## config.mk

```make
export PLATFORM = sky130hd
export DESIGN_NAME = uart_rx_sin
export DESIGN_NICKNAME = d
export VERILOG_FILES = /design/src/rtl/uart_rx_sin.sv
export SDC_FILE = /design/constraint.sdc
export NUM_CORES = 1
export LEC_CHECK = 0
export ABC_AREA = 1
export CORE_ASPECT_RATIO = 0.5
export CORE_UTILIZATION = 57
export CTS_BUF_LIST = sky130_fd_sc_hd__clkbuf_16
export CTS_CLUSTER_SIZE = 20
export DETAILED_ROUTE_END_ITERATION = 16
export HOLD_SLACK_MARGIN = 0.06
export PLACE_DENSITY = 0.91
export SLEW_MARGIN = 5
export SYNTH_ARGS = -nofsm -noshare
export SYNTH_HDL_FRONTEND = slang
export SYNTH_SLANG_ARGS = --single-unit
```

## constraint.sdc

```tcl
create_clock -name clk -period 3.6 [get_ports clk]
set_clock_uncertainty 0.2 [all_clocks]
set_input_delay 0.72 -clock clk [delete_from_list [all_inputs] [get_ports clk]]
set_output_delay 0.72 -clock clk [all_outputs]
set_load 0.05 [all_outputs]
```

## src/rtl/uart_rx_sin.sv

```systemverilog
// UART receiver for the uart_sin pad: synchronizer, 16x oversampled 8N1 frame
// recovery, one-entry valid/ready holding register, framing/overrun pulses.
module uart_rx_sin #(
  parameter int DIV_W       = 16,
  parameter int SYNC_STAGES = 2
) (
  input  logic             clk,
  input  logic             rst,
  input  logic             uart_sin,
  input  logic [DIV_W-1:0] baud_div,
  output logic [7:0]       rx_data,
  output logic             rx_valid,
  input  logic             rx_ready,
  output logic             frame_err,
  output logic             overrun,
  output logic             busy
);

  // state | meaning
  // IDLE  | line idle, waiting for sin_s low
  // START | timing to mid start bit to confirm it
  // DATA  | sampling 8 data bits LSB-first at mid-bit
  // STOP  | sampling stop bit; commit byte or flag framing error
  // BREAK | line still low after a framing error, wait for release
  typedef enum logic [2:0] {IDLE, START, DATA, STOP, BREAK} state_t;

  state_t                 state;
  logic [SYNC_STAGES-1:0] sync_q;
  logic                   sin_s;
  logic [DIV_W-1:0]       tick_cnt;
  logic [DIV_W-1:0]       tick_last;
  logic                   tick;
  logic [3:0]             os;
  logic [2:0]             bit_idx;
  logic [7:0]             shift;

  assign sin_s = sync_q[SYNC_STAGES-1];

  // A divider of zero behaves like one: a tick every clk.
  assign tick_last = (baud_div == '0) ? '0 : baud_div - DIV_W'(1);
  assign tick      = (state != IDLE) && (tick_cnt == tick_last);

  always_ff @(posedge clk) begin
    if (rst) begin
      sync_q    <= '1;
      state     <= IDLE;
      tick_cnt  <= '0;
      os        <= 4'd0;
      bit_idx   <= 3'd0;
      shift     <= 8'h00;
      rx_data   <= 8'h00;
      rx_valid  <= 1'b0;
      frame_err <= 1'b0;
      overrun   <= 1'b0;
      busy      <= 1'b0;
    end else begin
      sync_q    <= {sync_q[SYNC_STAGES-2:0], uart_sin};
      frame_err <= 1'b0;
      overrun   <= 1'b0;

      if (rx_valid && rx_ready)
        rx_valid <= 1'b0;

      if (tick) begin
        tick_cnt <= '0;
        os       <= os + 4'd1;
      end else if (state != IDLE) begin
        tick_cnt <= tick_cnt + DIV_W'(1);
      end

      case (state)
        IDLE: begin
          tick_cnt <= '0;
          os       <= 4'd0;
          if (!sin_s) begin
            state <= START;
            busy  <= 1'b1;
          end
        end
        START: begin
          if (tick && os == 4'd6) begin
            if (sin_s) begin
              state <= IDLE;
              busy  <= 1'b0;
            end else begin
              state   <= DATA;
              os      <= 4'd0;
              bit_idx <= 3'd0;
            end
          end
        end
        DATA: begin
          if (tick && os == 4'd15) begin
            shift   <= {sin_s, shift[7:1]};
            bit_idx <= bit_idx + 3'd1;
            if (bit_idx == 3'd7)
              state <= STOP;
          end
        end
        STOP: begin
          if (tick && os == 4'd15) begin
            if (sin_s) begin
              // A read in this same cycle frees the slot for the new byte.
              if (!rx_valid || rx_ready) begin
                rx_data  <= shift;
                rx_valid <= 1'b1;
              end else begin
                overrun <= 1'b1;
              end
              state <= IDLE;
              busy  <= 1'b0;
            end else begin
              frame_err <= 1'b1;
              state     <= BREAK;
            end
          end
        end
        BREAK: begin
          if (sin_s) begin
            state <= IDLE;
            busy  <= 1'b0;
          end
        end
        default: begin
          state <= IDLE;
          busy  <= 1'b0;
        end
      endcase
    end
  end

endmodule
```

==> out/results.tsv <==
stage	metric	value	unit
floorplan	full die area	5860	um^2
synth	synthesized area	3160	um^2
routing	drt pass-1 iters	5	
worst_hold_path	hold_sp	sync_q[0]$_SDFF_PP1_	
synth	largest family of logic cells by synthesized area	simple AND/OR/NAND/NOR gates	
synth	Commonest cells post-synth	113 x nand2_1, 72 x inv_1, 64 x nor2_1	
setup_path	Critical Path Max Stage Delay	0.52	ns
global_routing	Tot GR Track Use	25.8	%
place	post-DP HPWL	5360	um
clock_network	CTS Root Cell	clkbuf_16	
sta	endpoints failing hold	0	
routing	Via Count	3172	
synth	ys flop type	dfxtp_1	
cells_and_area	layout cells sized above 1	11.3	%
routing	final wirelength	7130	um
routing	Routed Antenna Nets	0	
cells_and_area	Post-Layout Cell Count	602	
clock_network	Clock Sinks	48	
synth	most numerous cell in the Yosys netlist	nand2_1	
setup_path	startpoint types	input port	
floorplan	Rows	18	
synth	leading area contributor after synthesis	dfxtp_1	
global_routing	first-pass GRT wire length	11700	um
sta	fin. max-slew vios	0	
floorplan	Initial Util	61.7	%
cells_and_area	Final #Nets	557	
sta	fmax	300	MHz
setup_path	crit path from	baud_div[4]	
cells_and_area	n_diodes	0	
synth	Synth area leaders	dfxtp_1 30%, nand2_1 13%, inv_1 8.6%	
routing	vias per cell	5.27	
synth	sequential area share after synthesis	30.4	%
floorplan	CORE AREA	5110	um^2
sta	fin crit share	92.5	%
floorplan	Die X	107	um
synth	syn_nets	516	
power_and_ir_drop	Peak VDD IR	0.310	mV
synth	flops & latches, synth	48	
synth	Simple-Gate Fraction of Synth Area	43.9	%
synth	portion of netlist area occupied by mux cells	0	%
floorplan	I/O pins	32	
clock_network	CTS tree	yes	
clock_network	largest buffer count on any clock path	2	
routing	DR WL/cell	11.8	um
routing	# DRC	0	
sta	worst relative slew slack	50.4	%
sta	TNS Setup	0	ns
place	number of placed cells counting well taps	594	
clock_network	Reg clk slew, reported paths	0.06	ns
synth	asr flop ratio synth	0	%
cells_and_area	Layout area overhead	19.9	%
synth	syn avg cell area	6.44	um^2
setup_path	cell chain of the critical path	clkdlybuf4s50_1, nor2_4, nand2_2, nor2_4, nand2_4, buf_12, nand3_4, nand2_2, nor2_1, nand2_1, nor2_1, nand2_1, nor2_2, nand2_2, nor2_4, nand3_4, a21oi_1, o21a_1	
run	max_cap viols	0	
worst_hold_path	Hold Path Class	flop to flop	
synth	Post-Synth Adder-Cell Area	2.38	%
synth	Post-synth EDFFs	0	
setup_path	required time of the critical path	3.63	ns
synth	YS warnings	0	
floorplan	die height	54.6	um
global_routing	global route total overflow	0	
status	status	finished, final reports clean	
place	GPL Wtd Cong	0.953	
clock_network	clock buffer count from CTS	5	
setup_path	R2R Setup Slk	0.79	ns
setup_path	crit path kind	input port to flop	
global_routing	vias in the first global route	2761	
sta	worst slew pin tran	0.738	ns
place	buffers added on ports	31	
sta	Final Setup Violations	0	
setup_path	Critical Path AT	3.36	ns
global_routing	antenna violations before repair	0	
setup_path	CP max-delay cell	clkdlybuf4s50_1	
setup_path	crit end category	flop	
synth	XOR/XNOR Fraction of Synth Area	2.22	%
clock_network	clk_lat worst skew	0.28	ns
power_and_ir_drop	PD cells	455	nW/um^2
synth	Compound-Gate Fraction of Synth Area	10.9	%
synth	area share of the largest cell type after synthesis	30.4	%
cells_and_area	fill cell count	420	
synth	Unique masters post-synth	33	
routing	initial drt markers	201	
global_routing	largest net degree at the start of global routing	18	
setup_path	Crit Path Max Fanout	16	
sta	RSZ-0062 raised after global routing	false	
clock_network	CTS H-tree lvls	2	
setup_path	Worst R2R Start	tick_cnt[0]$_SDFFE_PP0N_	
power_and_ir_drop	Leak	1.56	nW
synth	Mapped Cells	490	
clock_network	Post-CTS Setup Inserts	0	
sta	post-layout min period	3.33	ns
[what timing repair did]
item | 4_1_cts | 5_1_grt
endpoints found under the setup margin | 0 | 1
gates resized for setup | 0 | 1
hold buffers | 0 | 0
[flip-flops by register name (all words and copies together), names as in the netlist]
name and cells:
bit_idx 3, busy 1, frame_err 1, os 4, overrun 1, rx_data 8, rx_valid 1, shift 8
state 3, sync_q 2, tick_cnt 16
[layout by cell type, fill, tap and decap left out, types with 7 or more instances in the layout]
cell type,count
nand2_1,113
inv_1,72
nor2_1,64
dfxtp_1,48
nand3_1,42
clkdlybuf4s50_1,31
a21oi_1,28
nand4_1,14
nor3_1,13
o21ai_0,12
nand2_2,9
xor2_1,8
o21a_1,8
buf_4,8
nor2_2,7
nor2_4,7
[critical path, delay by kind of cell]
| kind | cells | cell delay (ns) |
|---|---|---|
| AND/OR/NAND/NOR | 14 | 1.58 |
| buffers and inverters | 2 | 0.70 |
| AO/OA/AOI/OAI | 2 | 0.36 |
[stage by stage]
stage	utilization, %	worst slack (ns)	power, W	area (um^2)	hold slack [ns]
after floorplan	-	0.554	0.00104	3160	0.189
after global placement	70.7	0.0994	0.00119	3610	0.191
after detailed placement	70.7	0.00248	0.00120	3610	0.203
after CTS	73.9	0.270	0.00172	3780	0.218
after global routing	74.0	0.0126	0.00184	3780	0.236
final	74.0	0.271	0.00172	3780	0.213
[logic make-up after synthesis]
group | after synthesis
fa+ha+maj | 6
flops | 48
compound gates | 60
xor+xnor | 8
buf+inv | 80
simple gates | 288
[power by group]
part           leakage [nW]  internal (W)  switching [W]  total, W
Clock                0.0798      0.000326       0.000194  0.000520
Combinational          1.09      0.000218       0.000373  0.000591
Sequential            0.388      0.000574      0.0000353  0.000610
[routing by layer]
| metal | GRT usage, % | part of all wire (%) | vias up |
|---|---|---|---|
| met5 | 0 | 0 | - |
| met4 | 6.85 | 1.1 | 0 |
| met3 | 4.17 | 6.2 | 10 |
| met2 | 47.5 | 46 | 89 |
| met1 | 32.5 | 47 | 1421 |
| li1 | - | - | 1652 |
[path summary, 6_finish.rpt]
| check | endpoint | cells after the start |
|---|---|---|
| setup / recovery | rx_data[1]$_SDFFE_PP0P_ | 18 |
| setup reg to reg | tick_cnt[15]$_SDFFE_PP0N_ | 11 |
| hold reg to reg | sync_q[1]$_SDFF_PP1_ | 1 |
| hold / removal | sync_q[1]$_SDFF_PP1_ | 1 |
[layout make-up]
type                    instances  area [um^2]  area share [%]
clock buffers                   5          125            3.31
inverters                      72          270            7.14
multi-input cells             362         1880            49.6
repair buffers                 42          422            11.1
flip-flops and latches         48          961            25.4
well taps                      70         87.6            2.31
clock inverters                 3         42.5            1.12
(Power assumes the default switching activity.)
